`config.mk`:
```
export PLATFORM = sky130hd
export DESIGN_NAME = datamem_arbiter
export DESIGN_NICKNAME = d
export VERILOG_FILES = /design/src/rtl/datamem_arbiter.sv
export SDC_FILE = /design/constraint.sdc
export NUM_CORES = 1
export LEC_CHECK = 0
export ABC_AREA = 1
export CORE_MARGIN = 3
export CORE_UTILIZATION = 30
export CTS_BUF_LIST = sky130_fd_sc_hd__clkbuf_8
export CTS_CLUSTER_DIAMETER = 80
export DETAILED_ROUTE_END_ITERATION = 8
export GPL_TIMING_DRIVEN = 0
export PLACE_DENSITY = 0.69
export SYNTH_ARGS = -nofsm -noshare
export SYNTH_HDL_FRONTEND = slang
export SYNTH_SLANG_ARGS = --single-unit
```
`constraint.sdc`:
```
create_clock -name clk -period 1.9 [get_ports clk]
set_clock_uncertainty 0.1 [all_clocks]
set_input_delay 0.38 -clock clk [delete_from_list [all_inputs] [get_ports clk]]
set_output_delay 0.38 -clock clk [all_outputs]
set_load 0.01 [all_outputs]
```
`src/rtl/datamem_arbiter.sv`:
```
// Round-robin arbiter and command sequencer in front of a single-port word-addressed data memory.
// Define DATAMEM_ARB_CLEAR_EN to zero the whole memory with a write sweep after every reset.
module datamem_arbiter #(
    parameter int NUM_REQ = 2,
    parameter int AW      = 16,
    parameter int DW      = 16
) (
    input  logic                  clk,
    input  logic                  reset,
    input  logic [NUM_REQ-1:0]    req,
    input  logic [NUM_REQ-1:0]    we,
    input  logic [NUM_REQ*AW-1:0] addr,
    input  logic [NUM_REQ*DW-1:0] wdata,
    output logic [NUM_REQ-1:0]    gnt,
    output logic [NUM_REQ-1:0]    rvalid,
    output logic [DW-1:0]         rdata,
    output logic [AW-1:0]         mem_address,
    output logic                  mem_write_enable,
    output logic                  mem_read_enable,
    output logic [DW-1:0]         mem_write_data,
    input  logic [DW-1:0]         mem_read_data,
    output logic                  busy
);

    localparam int PW  = (NUM_REQ > 1) ? $clog2(NUM_REQ) : 1;
    localparam int PW1 = PW + 1;
    localparam logic [PW:0]   NREQ_W   = PW1'(NUM_REQ);
    localparam logic [PW-1:0] LAST_IDX = PW'(NUM_REQ - 1);

    logic [AW-1:0] addr_arr  [NUM_REQ];
    logic [DW-1:0] wdata_arr [NUM_REQ];

    genvar gi;
    generate
        for (gi = 0; gi < NUM_REQ; gi++) begin : g_unpack
            assign addr_arr[gi]  = addr[gi*AW +: AW];
            assign wdata_arr[gi] = wdata[gi*DW +: DW];
        end
    endgenerate

    logic [PW-1:0]      rr_ptr_q, rr_ptr_d;
    logic [AW-1:0]      mem_address_q, mem_address_d;
    logic [DW-1:0]      mem_write_data_q, mem_write_data_d;
    logic               mem_write_enable_q, mem_write_enable_d;
    logic               mem_read_enable_q, mem_read_enable_d;
    logic [PW-1:0]      tag_q, tag_d;
    logic [NUM_REQ-1:0] rvalid_q, rvalid_d;
    logic [DW-1:0]      rdata_q, rdata_d;

    logic               arb_en;
    logic               gnt_any;
    logic [PW-1:0]      gnt_idx;
    logic [NUM_REQ-1:0] gnt_vec;

`ifdef DATAMEM_ARB_CLEAR_EN
    typedef enum logic {
        ST_INIT,
        ST_RUN
    } state_t;

    state_t        state_q, state_d;
    logic [AW-1:0] clr_cnt_q, clr_cnt_d;

    // Grants are also masked while reset is held so nothing looks accepted in a reset cycle.
    assign arb_en = reset && (state_q == ST_RUN);
    assign busy   = (state_q == ST_INIT);
`else
    assign arb_en = reset;
    assign busy   = 1'b0;
`endif

    // Rotating priority search starting at rr_ptr_q; the first requester found wins.
    always_comb begin
        logic [PW:0] cand;
        gnt_any = 1'b0;
        gnt_idx = '0;
        cand    = '0;
        for (int off = 0; off < NUM_REQ; off++) begin
            cand = {1'b0, rr_ptr_q} + PW1'(off);
            if (cand >= NREQ_W) begin
                cand = cand - NREQ_W;
            end
            if (arb_en && !gnt_any && req[cand[PW-1:0]]) begin
                gnt_any = 1'b1;
                gnt_idx = cand[PW-1:0];
            end
        end
    end

    always_comb begin
        gnt_vec = '0;
        if (gnt_any) begin
            gnt_vec[gnt_idx] = 1'b1;
        end
    end

    always_comb begin
        rr_ptr_d           = rr_ptr_q;
        mem_address_d      = mem_address_q;
        mem_write_data_d   = mem_write_data_q;
        mem_write_enable_d = 1'b0;
        mem_read_enable_d  = 1'b0;
        tag_d              = tag_q;
        if (gnt_any) begin
            rr_ptr_d           = (gnt_idx == LAST_IDX) ? '0 : gnt_idx + 1'b1;
            mem_address_d      = addr_arr[gnt_idx];
            mem_write_data_d   = wdata_arr[gnt_idx];
            mem_write_enable_d = we[gnt_idx];
            mem_read_enable_d  = ~we[gnt_idx];
            tag_d              = gnt_idx;
        end
`ifdef DATAMEM_ARB_CLEAR_EN
        state_d   = state_q;
        clr_cnt_d = clr_cnt_q;
        if (state_q == ST_INIT) begin
            mem_address_d      = clr_cnt_q;
            mem_write_data_d   = '0;
            mem_write_enable_d = 1'b1;
            mem_read_enable_d  = 1'b0;
            clr_cnt_d          = clr_cnt_q + 1'b1;
            if (&clr_cnt_q) begin
                state_d = ST_RUN;
            end
        end
`endif
    end

    // Memory read data is combinational off the registered address, so it is captured one edge later.
    always_comb begin
        rvalid_d = '0;
        rdata_d  = rdata_q;
        if (mem_read_enable_q) begin
            rvalid_d[tag_q] = 1'b1;
            rdata_d         = mem_read_data;
        end
    end

    always_ff @(posedge clk) begin
        if (!reset) begin
            rr_ptr_q           <= '0;
            mem_address_q      <= '0;
            mem_write_data_q   <= '0;
            mem_write_enable_q <= 1'b0;
            mem_read_enable_q  <= 1'b0;
            tag_q              <= '0;
            rvalid_q           <= '0;
            rdata_q            <= '0;
`ifdef DATAMEM_ARB_CLEAR_EN
            state_q            <= ST_INIT;
            clr_cnt_q          <= '0;
`endif
        end else begin
            rr_ptr_q           <= rr_ptr_d;
            mem_address_q      <= mem_address_d;
            mem_write_data_q   <= mem_write_data_d;
            mem_write_enable_q <= mem_write_enable_d;
            mem_read_enable_q  <= mem_read_enable_d;
            tag_q              <= tag_d;
            rvalid_q           <= rvalid_d;
            rdata_q            <= rdata_d;
`ifdef DATAMEM_ARB_CLEAR_EN
            state_q            <= state_d;
            clr_cnt_q          <= clr_cnt_d;
`endif
        end
    end

    assign gnt              = gnt_vec;
    assign rvalid           = rvalid_q;
    assign rdata            = rdata_q;
    assign mem_address      = mem_address_q;
    assign mem_write_enable = mem_write_enable_q;
    assign mem_read_enable  = mem_read_enable_q;
    assign mem_write_data   = mem_write_data_q;

endmodule

```
# After elaboration in Yosys (flattened, before gate mapping)

Cells that the tools add are included.

Flip-flop bits (word level): 54
Input bits: 86
Logic and storage cells: 55

Add/sub/neg operators: 4
Magnitude comparators: 9
Muxes and demuxes: 24
Bitwise operators: 2
Reduce and logical (&&, ||, !) cells: 8

Operators by type and width:

| cell                  | number |
|---|---|
| $mux W16              | 6 |
| $mux W1               | 15 |
| $lt A1 B2 Y1 const B  | 4 |
| $logic_and A1 B1 Y1   | 5 |
| $ge A2 B2 Y1 const B  | 2 |
| $reduce_and A2 Y1     | 2 |
| $add A1 B1 Y2 const B | 1 |
| $demux W1 S1          | 2 |
| $ge A1 B1 Y1 const B  | 2 |
| $ge A1 B2 Y1 const B  | 1 |
| $mux W2               | 1 |
| $not A1 Y2            | 1 |
| $sub A1 B1 Y1 const B | 2 |
| $add A1 B1 Y1 const B | 1 |
| $logic_not A1 Y1      | 1 |
| $not A1 Y1            | 1 |

# Depth between registers and ports, before layout

Word-level depth: 15
Depth in mapped cells: 8
Gate-level depth less buffers: 7

# Worst setup path after synthesis

OpenSTA, ideal clock, no wires.

Path kind: input port to output port
Start: input reset
End: output gnt[0]
Arrival time: 0.941 ns
Data required time: 1.420 ns
Slack: 0.479 ns
Stages: 6
Buffers on the path: 2
Cells stage by stage: buf_6 -> inv_4 -> nor2_4 -> nand2_4 -> buf_6 -> inv_1

Cells in the longest elaborated chain, start to end: 11
Elaborated cells on any way between the ends: 14
Classes of those cells: order compare: 2; mux: 7; reduce/logical: 5

RTL lines:

| what                                                                      | line | text |
|---|---|---|
| from (decl)                                                               | 9    | `input logic reset,` |
| $logic_and A1 B1 Y1                                                       | 83   | `if (arb_en && !gnt_any && req[cand[PW-1:0]]) begin` |
| $mux W1                                                                   | 83   |  |
| $logic_not A1 Y1                                                          | 83   |  |
| $logic_and A1 B1 Y1 (2 in a row)                                          | 83   |  |
| $mux W1                                                                   | 83   |  |
| $lt A1 B2 Y1 (not written as such) / $ge A1 B1 Y1 (equally long branches) | 93   | `gnt_vec[gnt_idx] = 1'b1;` |
| $logic_and A1 B1 Y1 (not written as such)                                 | 93   |  |
| $mux W1 (not written as such)                                             | 93   |  |
| $demux W1 S1                                                              | 93   |  |
| $mux W2 (*)                                                               | 92   | `if (gnt_any) begin` |
| to (decl)                                                                 | 14   | `output logic [NUM_REQ-1:0] gnt,` |

Every way passes the cells marked *; elsewhere a longest branch is shown, timed or not.

# Final worst setup path

Start: input req[1]
End: output gnt[0]

Cells in the longest elaborated chain, start to end: 13
Elaborated cells on any way between the ends: 18
Classes of those cells: order compare: 2; mux: 11; reduce/logical: 5

RTL lines:

| what                                                                      | line | text |
|---|---|---|
| from (decl)                                                               | 10   | `input logic [NUM_REQ-1:0] req,` |
| $mux W1 (not written as such) (2 in a row)                                | 83   |  |
| $logic_and A1 B1 Y1                                                       | 83   |  |
| $mux W1                                                                   | 83   |  |
| $logic_not A1 Y1                                                          | 83   |  |
| $logic_and A1 B1 Y1 (2 in a row)                                          | 83   |  |
| $mux W1                                                                   | 83   |  |
| $lt A1 B2 Y1 (not written as such) / $ge A1 B1 Y1 (equally long branches) | 93   |  |
| $logic_and A1 B1 Y1 (not written as such)                                 | 93   |  |
| $mux W1 (not written as such)                                             | 93   |  |
| $demux W1 S1                                                              | 93   |  |
| $mux W2 (*)                                                               | 92   |  |

Every way passes the cells marked *; elsewhere a longest branch is shown, timed or not. The select of a mux whose other input is x is not followed.

==> out/results.txt <==
Share of layout cells above drive strength 1 - 0.0977
Initial core utilization - 0.314
TritonCTS clock tree - yes
Core outline area - 0.00781 mm^2
Crit path launch type - primary input
Total die area - 0.00928 mm^2
Switching pwr - 720 uW
Yosys reg bits - 54
Vias in the first global route - 2622
Area grow syn2layout - 68.3%
Congestion Overflow GR - 0
Status - complete, no violations
Class of the worst hold path - reg -> reg
Final setup vio count - 0
Mapped Avg Cell Area - 6.60 um^2
Post-synthesis sequential area ratio - 0.441
H-tree Lvls - 2
Placed Instance Area - 0.00397 mm^2
Antenna violations before repair - 1
Number of max-cap violations - 0
Total power - 2.72 mW
Worst Path Required - 1.42 ns
Vias/cell - 4.35
Max VDD drop - 0.352 mV
RSZ-0062 raised after global routing - false
Cell Area, Synth - 0.00245 mm^2
Clk pwr share - 0.277
Routed WL - 7650 um
Inst Count DP - 612
Area occupied by multi-input gates - 0.00111 mm^2
Count of final hold-check violations - 0
Final #Nets - 607
Final Cell Area - 0.00412 mm^2
DRT antenna net count - 0
Setup Slack @ Placement - -0.667 ns
FMAX - 559 MHz
CTS clk-pin slew, worst paths - 0.10 ns
Unique cell type count in the Yosys netlist - 21
Initial DRC count - 76
Clock latency on the worst-skew pair - 0.30 ns
Io pins - 141
Cts hold-fix bufs - 0
Fin Setup TNS - 0 ns
Synth Warn # - 0
Fin crit period - 1.79 ns
Post-layout worst setup margin - 0.110 ns
Commonest non-fill, non-tap cell in the layout - clkdlybuf4s50_1
Commonest cells after routing, fill and taps aside - 134 x clkdlybuf4s50_1, 114 x nor2_1, 69 x nand2_1
CTS Buf Count - 5
Filler cells - 787
Non-Filler Instances - 625
Maximum root-to-sink buffer count - 2
Syn Inst Count - 371
Arrival @ worst endpoint - 1.31 ns
Routed wire length per instance - 12.2 um
Sequential Area - 0.00108 mm^2
Net Sw Frac - 0.264
GP Congestion - 0.766
Pin count of the biggest net entering global routing - 17
CP Class - in -> out
Pint - 2.00 mW
WHS - 0.328 ns
Comb pwr share - 0.261
First-pass detailed-route iteration total - 4
PortBufs - 139
Syn Nets - 457
Hold Path Depth - 1
Die W - 96.3 um
Pwr/cell area - 661 mW/mm^2
Worst Path Max Fanout - 3
HPWL after DPL - 5990 um
Leakage - 1.91 nW
Part of the power in registers - 0.462
DRC Markers - 0
Period utilization - 0.942
Clock sinks - 54
Final Util - 0.528
Via count - 2717
Global-route usage over all layers - 0.166
First-pass GRT wire length - 12200 um
Clock root cell - clkbuf_8
FP Rows - 32
Die Ht - 96.3 um
Worst Setup End Kind - output pin
Worst reg-to-reg path cell count - 9
Count of final max-slew check failures - 0
[power groups by stage]
stage / Combinational [mW] / Clock, mW / Sequential (mW)
final: 0.710 / 0.754 / 1.26
after global routing: 0.786 / 0.820 / 1.27
after CTS: 0.718 / 0.780 / 1.26
after detailed placement: 0.706 / 0 / 1.28
after global placement: 0.696 / 0 / 1.28
after floorplan: 0.259 / 0 / 1.32
[worst paths after layout]
kind / from / endpoint / slack (ns)
setup / recovery: req[1] / gnt[0] / 0.11
hold / removal: tag_q / rvalid[0] / 0.33
setup reg to reg: rr_ptr_q / mem_write_data[8] / 0.47
hold reg to reg: tag_q / rvalid[0] / 0.33
[cell type report]
type                       instances  share of cell area
clock inverter                     3              0.0100
sequential                        54               0.263
timing repair buffer             144               0.346
tap                              102              0.0310
antenna                            1            0.000607
multi-input combinational        258               0.270
inverter                          39              0.0361
clock buffer                       5              0.0167
buffer                            19              0.0267
[Yosys cell counts]
library cell  number  area, um^2
buf_2             10        50.1
inv_2              1        3.75
o21ai_2            1        8.76
inv_4              1        6.26
clkinv_1           1        3.75
a21oi_1            1        5.00
o21ai_0           18        90.1
nand2_1           70         263
dfxtp_1           54        1080
nand3_1           32         160
nor2_4             1        11.3
conb_1             1        3.75
buf_4              1        7.51
nor2_2            16         100
nor2_1           114         428
nor3_1             2        10.0
nand2_4            1        11.3
buf_6              4        45.0
nand2_2            1        6.26
inv_1             36         135
clkbuf_1           5        18.8
[timing repair]
action                     4_1_cts  5_1_grt
setup endpoints to repair        2        1
buffers inserted                 5        0
pin swaps                        4        0
gates resized for setup         11        1
[critical path, cell delays in order]
cell and delay, ns:
dlygate4sd2_1 0.27, nor2_1 0.25, nor2_4 0.09, nand2_8 0.08, inv_1 0.03, clkdlybuf4s15_1 0.22
[logic make-up after synthesis]
family | synth area share
DFF | 0.441
AOI/OAI and AO/OA | 0.0424
other | 0.00153
and+or+nand+nor | 0.404
buffers and inverters | 0.110
[state kept, by name (all words and copies together), names as in the netlist]
name,cells
mem_address,16
mem_read_enable,1
mem_write_data,16
mem_write_enable,1
rdata,16
rr_ptr_q,1
rvalid,2
tag_q,1
[metal layers]
| layer | global-route usage | vias up | routed length, um |
|---|---|---|---|
| li1 | - | 1415 | - |
| met1 | 0.198 | 1197 | 3160 |
| met2 | 0.287 | 99 | 3670 |
| met3 | 0.0579 | 6 | 748 |
| met4 | 0.0362 | 0 | 74 |
| met5 | 0 | - | 0 |
No activity file was read; power rests on OpenSTA's default activity.
